$ cat src/rtl/hash_update_arbiter.sv
// N-to-1 round-robin arbiter with a registered output for hash-table update words.
// Define HASH_UPD_ARB_STATS_EN to add per-channel grant counters (grant_cnt, stats_clr).
module hash_update_arbiter #(
  parameter  int NUM_CH = 4,
  parameter  int DATA_W = 128,
  localparam int CH_W   = $clog2(NUM_CH)
) (
  input  logic                     clk,
  input  logic                     rst_n,
  input  logic [NUM_CH-1:0]        in_valid,
  output logic [NUM_CH-1:0]        in_ready,
  input  logic [NUM_CH*DATA_W-1:0] in_data,
  output logic                     out_valid,
  input  logic                     out_ready,
  output logic [DATA_W-1:0]        out_data,
  output logic [CH_W-1:0]          out_ch
`ifdef HASH_UPD_ARB_STATS_EN
  ,
  input  logic                     stats_clr,
  output logic [NUM_CH*32-1:0]     grant_cnt
`endif
);

  logic              out_valid_q, out_valid_d;
  logic [DATA_W-1:0] out_data_q, out_data_d;
  logic [CH_W-1:0]   out_ch_q, out_ch_d;
  logic [CH_W-1:0]   rr_ptr_q, rr_ptr_d;

  logic [CH_W-1:0]   win;
  logic              any;
  logic              accept;
  logic              load;

  // Rotated priority search; the modulo keeps odd NUM_CH off unused indices.
  always_comb begin
    win = '0;
    any = 1'b0;
    for (int k = 0; k < NUM_CH; k++) begin
      if (!any && in_valid[(int'(rr_ptr_q) + k) % NUM_CH]) begin
        any = 1'b1;
        win = CH_W'((int'(rr_ptr_q) + k) % NUM_CH);
      end
    end
  end

  // rst_n gates accept so no handshake is offered while held in reset.
  assign accept   = rst_n & (!out_valid_q | out_ready);
  assign load     = accept & any;
  assign in_ready = load ? (NUM_CH'(1) << win) : '0;

  always_comb begin
    out_valid_d = out_valid_q;
    out_data_d  = out_data_q;
    out_ch_d    = out_ch_q;
    rr_ptr_d    = rr_ptr_q;
    if (load) begin
      out_valid_d = 1'b1;
      out_data_d  = in_data[int'(win)*DATA_W +: DATA_W];
      out_ch_d    = win;
      rr_ptr_d    = (win == CH_W'(NUM_CH-1)) ? '0 : win + CH_W'(1);
    end else if (out_ready) begin
      out_valid_d = 1'b0;
    end
  end

  always_ff @(posedge clk or negedge rst_n) begin
    if (!rst_n) begin
      out_valid_q <= 1'b0;
      out_data_q  <= '0;
      out_ch_q    <= '0;
      rr_ptr_q    <= '0;
    end else begin
      out_valid_q <= out_valid_d;
      out_data_q  <= out_data_d;
      out_ch_q    <= out_ch_d;
      rr_ptr_q    <= rr_ptr_d;
    end
  end

  assign out_valid = out_valid_q;
  assign out_data  = out_data_q;
  assign out_ch    = out_ch_q;

`ifdef HASH_UPD_ARB_STATS_EN
  logic [31:0] cnt_q [NUM_CH];

  // Clear beats a coincident grant; counters stick at all-ones.
  always_ff @(posedge clk or negedge rst_n) begin
    if (!rst_n) begin
      for (int i = 0; i < NUM_CH; i++) cnt_q[i] <= '0;
    end else begin
      for (int i = 0; i < NUM_CH; i++) begin
        if (stats_clr) begin
          cnt_q[i] <= '0;
        end else if (load && win == CH_W'(i) && cnt_q[i] != '1) begin
          cnt_q[i] <= cnt_q[i] + 32'd1;
        end
      end
    end
  end

  for (genvar g = 0; g < NUM_CH; g++) begin : g_cnt
    assign grant_cnt[g*32 +: 32] = cnt_q[g];
  end
`endif

endmodule

$ cat config.mk
export PLATFORM = sky130hd
export DESIGN_NAME = hash_update_arbiter
export DESIGN_NICKNAME = d
export VERILOG_FILES = /design/src/rtl/hash_update_arbiter.sv
export SDC_FILE = /design/constraint.sdc
export NUM_CORES = 1
export LEC_CHECK = 0
export CAP_MARGIN = 20
export CORE_AREA = 5 5 253 255
export DETAILED_ROUTE_END_ITERATION = 8
export DIE_AREA = 0 0 258 260
export PLACE_DENSITY_LB_ADDON = 0.05
export SETUP_SLACK_MARGIN = 0.2
export SYNTH_ARGS = -nofsm -noshare
export SYNTH_HDL_FRONTEND = slang
export SYNTH_SLANG_ARGS = --single-unit
$ cat constraint.sdc
create_clock -name clk -period 1.8 [get_ports clk]
set_clock_uncertainty 0.1 [all_clocks]
set_input_delay 0.27 -clock clk [delete_from_list [all_inputs] [get_ports clk]]
set_output_delay 0.27 -clock clk [all_outputs]
set_load 0.03 [all_outputs]
==> results.json <==
{
  "outcome": "finished, violations left",
  "failing_checks": "setup timing",
  "area_fraction_in_compound_gates_after_synthesis_pct": 20.46,
  "via_per_inst": 4.072,
  "reg2reg_from": "rr_ptr_q[0]$_DFFE_PN0P_",
  "netlist_instances": 747,
  "aggregate_negative_setup_slack_ns": -47.65,
  "synth.yosys.seq_area_share_pct": 35.66,
  "cts_max_level": 4,
  "end_point_of_the_most_critical_hold_path": "out_data[30]$_DFFE_PN0P_",
  "dp_slack_ns": -1.104,
  "drt-initial-drc-count": 238,
  "synth_fp_nets": 1266,
  "top_level_ports": 654,
  "ys_types": 31,
  "synthDominantAreaCellType": "dfrtp_1",
  "post_route_cells_drive_above_1_share_pct": 44.34,
  "dieArea_mm2": 0.06708,
  "drt-pass1-iter-count": 4,
  "timing.critical_path.buf_inv": 3,
  "worst_skew_pair.late_latency_ns": 0.48,
  "rsz_0062_raised_after_global_routing": "true",
  "timing.hold.worst.class": "input pin to flip-flop",
  "slew_viol_final": 0,
  "hold_viol_final": 0,
  "grt_overflow": 0,
  "synth-edff-count": 0,
  "internal_power_mw": 18.90,
  "area.growth.synth_to_final_pct": 130.9,
  "setup.worst_path.class": "flip-flop to output port",
  "tritoncts.num_buffers": 17,
  "placedCellCount": 2245,
  "synthAdderAreaFrac_pct": 0,
  "grt_first_pass_wirelength_um": 78600,
  "timing.critical_path.fanout_max": 4,
  "timing.fmax_ghz": 0.4327,
  "timing.critical_path.cells": "nand2b_4, and4b_4, nor2_8, buf_12, buf_16, nor3b_4, buf_6",
  "synth_warn": 0,
  "drcViolationCount": 0,
  "clk_path_buf_depth": 2,
  "detailroute.via_count": 9617,
  "die_h_um": 260,
  "rows": 91,
  "netlist_top_cells_count": "256 x mux2i_1, 134 x nand2_1, 133 x dfrtp_1",
  "layout.nets": 2069,
  "timing.hold.worst_path_depth": 5,
  "starting_utilization_of_the_core_area_pct": 15.21,
  "worstReg2RegEnd": "out_data[109]$_DFFE_PN0P_",
  "max-vdd-ir-drop_mv": 0.7513,
  "via_count_of_the_first_global_routing_pass": 10905,
  "synth_largest_type_area_fraction_pct": 35.66,
  "required_ns": 1.43,
  "min_from": "rst_n",
  "final_util_pct": 35.12,
  "die_w_um": 258,
  "non_filler_cells_final": 2362,
  "final_period_minus_worst_setup_slack_ns": 2.311,
  "dominantRegCellSynth": "dfrtp_1",
  "number_of_max_cap_violations": 0,
  "cp-end-kind": "output port",
  "grt_util_all_layers_pct": 16.11,
  "final.setup.worst_slack_ns": -0.5112,
  "switching_power_mw": 12.84,
  "synth.mux.area_fraction_pct": 27.57,
  "largest_family_of_logic_cells_by_synthesized_area": "multiplexers",
  "setup-violations-final": 135,
  "cts_tree": "done",
  "dpl-instance-area_mm2": 0.01745,
  "worst_slew_margin_rel_pct": 59.71,
  "share_seq_of_total_power_pct": 16.1,
  "path_delay_family": "simple AND/OR/NAND/NOR gates",
  "tightestPinTransition_ns": 0.6043,
  "drt-total-wl_um": 55410,
  "ff2ff_path_depth": 11,
  "crit_slowest_cell": "dfrtp_1",
  "synth_most_common_cell": "mux2i_1",
  "cts_root_buffer": "clkbuf_16",
  "powerDensity_mw_per_mm2": 1473,
  "number_of_antenna_violations_at_the_first_check_in_global_routing": 16,
  "cp_slowest_stage_delay_ns": 0.39,
  "synth.ff_latch_count": 133,
  "core-area_mm2": 0.06137,
  "final.period_utilization_pct": 128.4,
  "leakage_nw": 8.338,
  "synth-simple-area-share_pct": 7.024,
  "critPathLaunchType": "flip-flop",
  "comb_power_share_pct": 71.2,
  "syn_area_mm2": 0.009334,
  "hold_ws_ns": 0.2753,
  "synth_top_cells_by_area": "dfrtp_1 36%, mux2i_1 27%, o221ai_2 19%, nand2_1 5.4%, buf_12 4.9%",
  "crit_arrival_ns": 1.94,
  "post-route-cell-area_mm2": 0.02155,
  "rrSetupSlack_ns": -0.46,
  "clock_power_share_pct": 12.7,
  "gpl.final_weighted_congestion": 0.7496,
  "syn_area_per_cell_um2": 12.50,
  "maximum_number_of_pins_on_one_net_before_global_route_repair": 78,
  "postRouteAntennaNets": 0,
  "async_flop_share_pct": 100.0,
  "power.share.switching_pct": 40.45,
  "wl_per_instance_um": 23.46,
  "place.detailed.hpwl_um": 42670,
  "clk_transition_reported_paths_ns": 0.06,
  "synthXorXnorAreaFrac_pct": 0.09383,
  "port_buffers": 653,
  "fin_total_pwr_mw": 31.74,
  "numClockSinks": 133
}
power by group through the flow:
| stage | sequential, mW | clock [mW] | combinational (mW) |
|---|---|---|---|
| 2_1_floorplan | 7.81 | 0 | 7.03 |
| 3_3_place_gp | 5.16 | 0 | 16.5 |
| 3_5_place_dp | 5.17 | 0 | 16.5 |
| 4_1_cts | 5.14 | 4.23 | 21.7 |
| 5_1_grt | 5.31 | 4.30 | 23.7 |
| 6_report | 5.12 | 4.03 | 22.6 |
cell families after synthesis:
logic type | count (synthesis)
multiplexers | 257
AND/OR/NAND/NOR | 153
flip-flops | 133
AO/OA/AOI/OAI | 132
buffers and inverters | 71
XOR/XNOR | 1
routing by layer:
layer	GRT usage (%)	vias to the layer above	part of all wire, %
met5	0	-	0.12
met4	4.613	12	1.4
met3	6.252	48	8.2
met2	29.40	351	53
met1	17.33	4650	37
li1	-	4556	-
final cells by class:
type / count / area, um2
tap: 790 / 988.4
fill: 6003 / 39820
multi-input combinational: 543 / 7082
sequential: 133 / 3328
clock inverter: 12 / 175.2
antenna: 9 / 22.52
clock buffer: 20 / 466.7
timing repair buffer: 855 / 9488
sequential cells by signal (all words and copies together) (netlist names):
signal	count
out_ch	2
rr_ptr_q	2
out_data	128
out_valid	1
how the worst max path moves through the flow:
stage,from,endpoint,cells after the start
6_report,rr_ptr_q[0]$_DFFE_PN0P_,in_ready[1],7
5_1_grt,rr_ptr_q[0]$_DFFE_PN0P_,in_ready[0],5
4_1_cts,rr_ptr_q[0]$_DFFE_PN0P_,in_ready[0],5
3_5_place_dp,in_valid[3],out_data[109]$_DFFE_PN0P_,10
3_3_place_gp,in_valid[3],out_data[109]$_DFFE_PN0P_,10
2_1_floorplan,rr_ptr_q[1]$_DFFE_PN0P_,in_ready[1],5
layout by cell type (no fill, tap or decap), types with 17 or more instances in the layout:
cell type        instances
mux2i_4                130
buf_8                   19
buf_6                   52
dfrtp_1                133
mux2i_1                 72
clkbuf_16               17
o221ai_2               121
clkdlybuf4s15_2         97
buf_16                  26
buf_4                   59
clkdlybuf4s50_1        515
nand2_1                134
buf_2                   34
mux2i_2                 54
buf_12                  49
tightest hold or removal path: cells and delay by family:
kind	cells	cell delay [ns]
compound gates	1	0.08
buf+inv	2	0.27
simple gates	2	0.18
what timing repair did:
item	in CTS	in global routing
pin swaps	22	29
gates cloned	17	0
setup endpoints to repair	267	140
hold endpoints to repair	18	0
hold buffers	1	0
setup buffers	52	6
resized for setup	796	133
No activity file was read; power rests on OpenSTA's default activity.
